File: config.mk
export PLATFORM = sky130hd
export DESIGN_NAME = volley_sequencer
export DESIGN_NICKNAME = d
export VERILOG_FILES = /design/src/rtl/volley_sequencer.sv
export SDC_FILE = /design/constraint.sdc
export NUM_CORES = 1
export LEC_CHECK = 0
export CAP_MARGIN = 30
export CORE_MARGIN = 3
export CORE_UTILIZATION = 45
export CTS_BUF_LIST = sky130_fd_sc_hd__clkbuf_2 sky130_fd_sc_hd__clkbuf_4 sky130_fd_sc_hd__clkbuf_8
export DETAILED_ROUTE_END_ITERATION = 6
export PLACE_DENSITY = 0.84
export RECOVER_POWER = 25
export SYNTH_ARGS = -nofsm -noshare
export SYNTH_HDL_FRONTEND = slang
export SYNTH_SLANG_ARGS = --single-unit
File: constraint.sdc
create_clock -name clk -period 1.8 [get_ports clk]
set_clock_uncertainty 0.05 [all_clocks]
set_input_delay 0.18 -clock clk [delete_from_list [all_inputs] [get_ports clk]]
set_output_delay 0.18 -clock clk [all_outputs]
set_load 0.1 [all_outputs]
File: src/rtl/volley_sequencer.sv
// Sequences one spiking layer through its time window: buffers the next volley,
// drives time_val, captures the layer output and returns it over valid/ready.
module volley_sequencer #(
  parameter int TIME_PERIOD = 8,
  parameter int NUM_SPIKES  = 16,
  parameter int TBITS       = $clog2(TIME_PERIOD) + 1
) (
  input  logic                        clk,
  input  logic                        rst,
  input  logic                        in_valid,
  output logic                        in_ready,
  input  logic [NUM_SPIKES*TBITS-1:0] in_spike_times,
  input  logic                        pause,
  output logic [TBITS-1:0]            layer_time_val,
  output logic [NUM_SPIKES*TBITS-1:0] layer_spike_times,
  input  logic [TBITS-1:0]            layer_out_spike_time,
  output logic                        out_valid,
  input  logic                        out_ready,
  output logic [TBITS-1:0]            out_spike_time,
  output logic                        busy,
  output logic [15:0]                 volley_count
);

  localparam logic [TBITS-1:0] TIME_IDLE = TBITS'(TIME_PERIOD);
  localparam logic [TBITS-1:0] TIME_LAST = TBITS'(TIME_PERIOD - 1);

  typedef enum logic [1:0] {IDLE, RUN, CAPTURE} state_t;

  state_t                        state_reg, state_next;
  logic [NUM_SPIKES*TBITS-1:0]   buf_reg;
  logic                          buf_full_reg, buf_full_next;
  logic [NUM_SPIKES*TBITS-1:0]   active_reg;
  logic [TBITS-1:0]              time_reg, time_next;
  logic                          out_valid_reg, out_valid_next;
  logic [TBITS-1:0]              out_reg;
  logic [15:0]                   count_reg, count_next;
  logic                          accept;
  logic                          load_active;
  logic                          capture;

  assign accept = in_valid && !buf_full_reg;

  always_comb begin
    state_next  = state_reg;
    time_next   = time_reg;
    load_active = 1'b0;
    capture     = 1'b0;
    case (state_reg)
      IDLE: begin
        time_next = TIME_IDLE;
        if (buf_full_reg) begin
          state_next  = RUN;
          load_active = 1'b1;
          time_next   = '0;
        end
      end
      RUN: begin
        if (!pause) begin
          if (time_reg == TIME_LAST) begin
            state_next = CAPTURE;
            time_next  = TIME_IDLE;
          end else begin
            time_next = time_reg + 1'b1;
          end
        end
      end
      CAPTURE: begin
        // time_val parked at TIME_PERIOD keeps the layer output frozen while stalled
        time_next = TIME_IDLE;
        if (!out_valid_reg || out_ready) begin
          capture = 1'b1;
          if (buf_full_reg) begin
            state_next  = RUN;
            load_active = 1'b1;
            time_next   = '0;
          end else begin
            state_next = IDLE;
          end
        end
      end
      default: begin
        state_next = IDLE;
        time_next  = TIME_IDLE;
      end
    endcase

    buf_full_next = buf_full_reg;
    if (accept)
      buf_full_next = 1'b1;
    else if (load_active)
      buf_full_next = 1'b0;

    // a capture on the drain edge keeps out_valid high with the new value
    out_valid_next = out_valid_reg;
    if (capture)
      out_valid_next = 1'b1;
    else if (out_valid_reg && out_ready)
      out_valid_next = 1'b0;

    count_next = capture ? count_reg + 16'd1 : count_reg;
  end

  always_ff @(posedge clk) begin
    if (rst) begin
      state_reg     <= IDLE;
      buf_reg       <= '0;
      buf_full_reg  <= 1'b0;
      active_reg    <= '0;
      time_reg      <= TIME_IDLE;
      out_valid_reg <= 1'b0;
      out_reg       <= '0;
      count_reg     <= '0;
    end else begin
      state_reg     <= state_next;
      buf_full_reg  <= buf_full_next;
      time_reg      <= time_next;
      out_valid_reg <= out_valid_next;
      count_reg     <= count_next;
      if (accept)
        buf_reg <= in_spike_times;
      if (load_active)
        active_reg <= buf_reg;
      if (capture)
        out_reg <= layer_out_spike_time;
    end
  end

  assign in_ready          = !buf_full_reg;
  assign layer_time_val    = time_reg;
  assign layer_spike_times = active_reg;
  assign out_valid         = out_valid_reg;
  assign out_spike_time    = out_reg;
  assign volley_count      = count_reg;
  assign busy              = (state_reg != IDLE) || buf_full_reg || out_valid_reg;

endmodule

==> metrics.md <==
| Metric | Value |
|---|---|
| WL final | 14000 um |
| VDD IR max | roughly 0.56 mV |
| Fillers | around 1.0k |
| Number of diodes | 0 |
| Fin crit period | 1.76 ns |
| Antenna viol nets, final | 0 |
| Area grow syn2layout | 40.7% |
| DP Cell Count | roughly 1k |
| Post-Syn Area | between 5000 and 6000 sq um |
| Fin area | a little under 8000 sq um |
| Final std cells w/o fill | 1038 |
| Placeable Area | about 12000 sq um |
| First-pass GRT wire length | roughly 23000 um |
| Clk Tree Root Cell | clkbuf_8 |
| Routed WL per cell | 13.5 um |
| CTS clock-pin slew for the worst setup and hold paths | ~0.080 ns |
| Hold Path Origin | rst |
| Placed inst area | about 7400 sq um |
| Initial antenna violation count | 0 |
| Aggregate global-route resource usage | around a fifth |
| Crit path kind | flop to primary output |
| Worst slack, placed | -0.0255 ns |
| CTS tree | built |
| Hold Path End | state_reg[0] |
| Die width | 117 um |
| DP HPWL | around 9400 um |
| Measured slew at the worst slew-check pin | 0.395 ns |
| Worst setup EP type | primary output |
| Relative slew slack | between 70% and 80% |
| Layout cell share with drive strength beyond 1 | about 20% |
| Routability Congestion | between 0.8 and 0.9 |
| Max Clock Freq | about 570 MHz |
| Final net count | just over 900 |
| DRT Pass-1 Iters | 4 |
| Vias in the first global route | around 4.8k |
| Flip-flop and latch count after synthesis | roughly 160 |
| Sink Count | around 160 |
| Startpoint Class | flop |
| WP data arrival | around 1.5 ns |
| Synth top area cells | dfxtp_1 56%, nand2_1 18%, a21oi_1 13% |
| FF-to-FF setup slack | about 0.15 ns |
| R2R Path Start | volley_count[0] |
| Synth Net Count | around 770 |
| Starting DRC count in detailed routing | between 400 and 500 |
| Total CTS buffers | 17 |
| Grt ovf | 0 |
| Worst-Skew Late Latency | 0.43 ns |
| Die H | about 120 um |
| H-tree lvl count | 4 |
| Total leakage power | 3.04 nW |
| Clock tree buffer depth | 2 |
| Final worst-path cycle share | between 90% and 100% |
| Max Slew Vio Count | 0 |
| Pwr/cell area | around 970 nW/um^2 |
| Synth unique cells | 34 |
| Min-Delay Path Class | primary input to flop |
| # rows | 40 |
| Final hold violation count | 0 |
| Vias per cell | 4.93 |
| CP max FO | 4 |
| Die area | around 14000 sq um |
| Final setup violation count | 0 |
| CP max stage delay | 0.55 ns |
| Final Util | between 60 and 70% |
| Post-synth top area share | a little under three fifths |
| Avg Cell Area, Syn | about 8 sq um |
| Depth of the most critical reg-to-reg path | 5 |
| Crit path buf inv count | 1 |
| Sequential-to-total area share from yosys stat | 55.9% |
| Warnings, synthesis | 0 |
| Min setup slack post-route | between 0.04 and 0.05 ns |
| I/O pin total | around 160 |
| Reg2reg end | volley_count[14] |
| Outcome | completed |
| Post-Syn Instances | ~700 |
| Synth area leader | dfxtp_1 |
| RSZ-0062 raised after global routing | true |
| Port bufs | around 160 |
| WHS | between 0.1 and 0.15 ns |
| Crit-path slowest cell | or4_4 |
| Vias | approximately 5.1k |
| Delay-heaviest family, CP | simple AND/OR/NAND/NOR gates |
| Cells along the critical path | or4_4 > buf_12 |
| Starting Density | ~46% |
| Hold path cells | 2 |
| Worst EP required | between 1.5 and 2 ns |
| Max cap viols | 0 |
| Drt drc | 0 |
| # hold bufs at CTS | 0 |
| Largest net degree at the start of global routing | 57 |
==> cells in the mapped netlist <==
cell,number
nand4_1,4
nand3_1,4
nor3_1,1
and4_2,1
nor2b_1,6
nand4b_1,1
nand3_4,2
clkbuf_1,28
buf_4,1
a211oi_1,1
or4_1,5
a41oi_1,1
inv_1,2
ha_1,2
o31ai_1,4
o22a_1,1
and2_1,1
and2b_1,1
o21ai_0,4
xnor2_1,2
nand2b_1,3
and3_1,3
a32oi_1,1
nand2_1,274
a211o_1,2
buf_1,8
xor2_1,6
buf_2,9
a21o_1,1
a21oi_1,145
nor2_1,13
dfxtp_1,156
or3_1,4
mux2i_1,1
==> power by group <==
part	internal, W	switching, W
Sequential	0.00356	0.0000723
Clock	0.00159	0.00135
Combinational	0.000376	0.000687
==> final cells by class <==
cell class                 instances  area (sq um)  share of cell area [%]
clock inverter                    14           206                    2.63
timing repair buffer             186          1710                    21.8
inverter                           2          11.3                   0.143
multi-input combinational        494          2300                    29.2
sequential                       156          3180                    40.4
clock buffer                      18           248                    3.15
tap                              168           210                    2.67
==> layout by cell type, fill, tap and decap left out, types with 3 or more instances in the layout <==
master	n
dfxtp_2	10
buf_4	103
clkbuf_8	18
nand3_1	4
clkdlybuf4s50_1	71
or4_1	4
inv_6	5
dfxtp_1	135
a21oi_1	145
nand2_1	273
or3_1	4
bufinv_16	4
nor2_1	13
nor2b_1	5
nand2b_1	3
xor2_1	6
buf_12	11
o21ai_0	4
clkinv_4	3
and3_1	3
nand4_1	4
dfxtp_4	11
o31ai_1	4
==> kinds of logic after synthesis <==
logic type | count (synthesis) | share of synthesized area (%)
XOR/XNOR | 8 | 1.25
AND/OR/NAND/NOR | 323 | 23.8
AO/OA/AOI/OAI | 160 | 14.9
multiplexers | 1 | 0.179
adder cells (fa/ha/maj) | 2 | 0.448
flip-flops | 156 | 55.9
buffers and inverters | 48 | 3.49
==> layer usage <==
| layer | vias up | GRT usage, % | wire (um) |
|---|---|---|---|
| li1 | 2602 | - | - |
| met1 | 2341 | 25.1 | 6220 |
| met2 | 153 | 32.6 | 6650 |
| met3 | 22 | 6.01 | 829 |
| met4 | 0 | 7.33 | 301 |
| met5 | - | 0 | 0 |
==> stage by stage <==
| step | TNS, ns | total power [W] |
|---|---|---|
| after floorplan | -2.04 | 0.00436 |
| after global routing | -0.0182 | 0.00792 |
| after detailed placement | -0.0435 | 0.00479 |
| final | 0 | 0.00763 |
| after CTS | 0 | 0.00770 |
| after global placement | 0 | 0.00477 |
==> worst max-delay path by stage <==
stage                       from               endpoint  slack, ns  cells past startpoint
detailed placement     out_ready       volley_count[14]      -0.03                      5
CTS                 buf_full_reg                   busy      0.007                      2
finish              state_reg[1]                   busy       0.04                      2
global route        state_reg[1]                   busy      -0.02                      2
floorplan           buf_full_reg  layer_spike_times[13]      -0.04                      6
global placement       out_ready       volley_count[14]       0.01                      5
==> repair_timing <==
action,4_1_cts,5_1_grt
setup buffers,1,1
setup endpoints to repair,1,1
pin swaps,1,1
resized for setup,2,2
gates cloned,0,0
No activity file was read; power rests on OpenSTA's default activity.
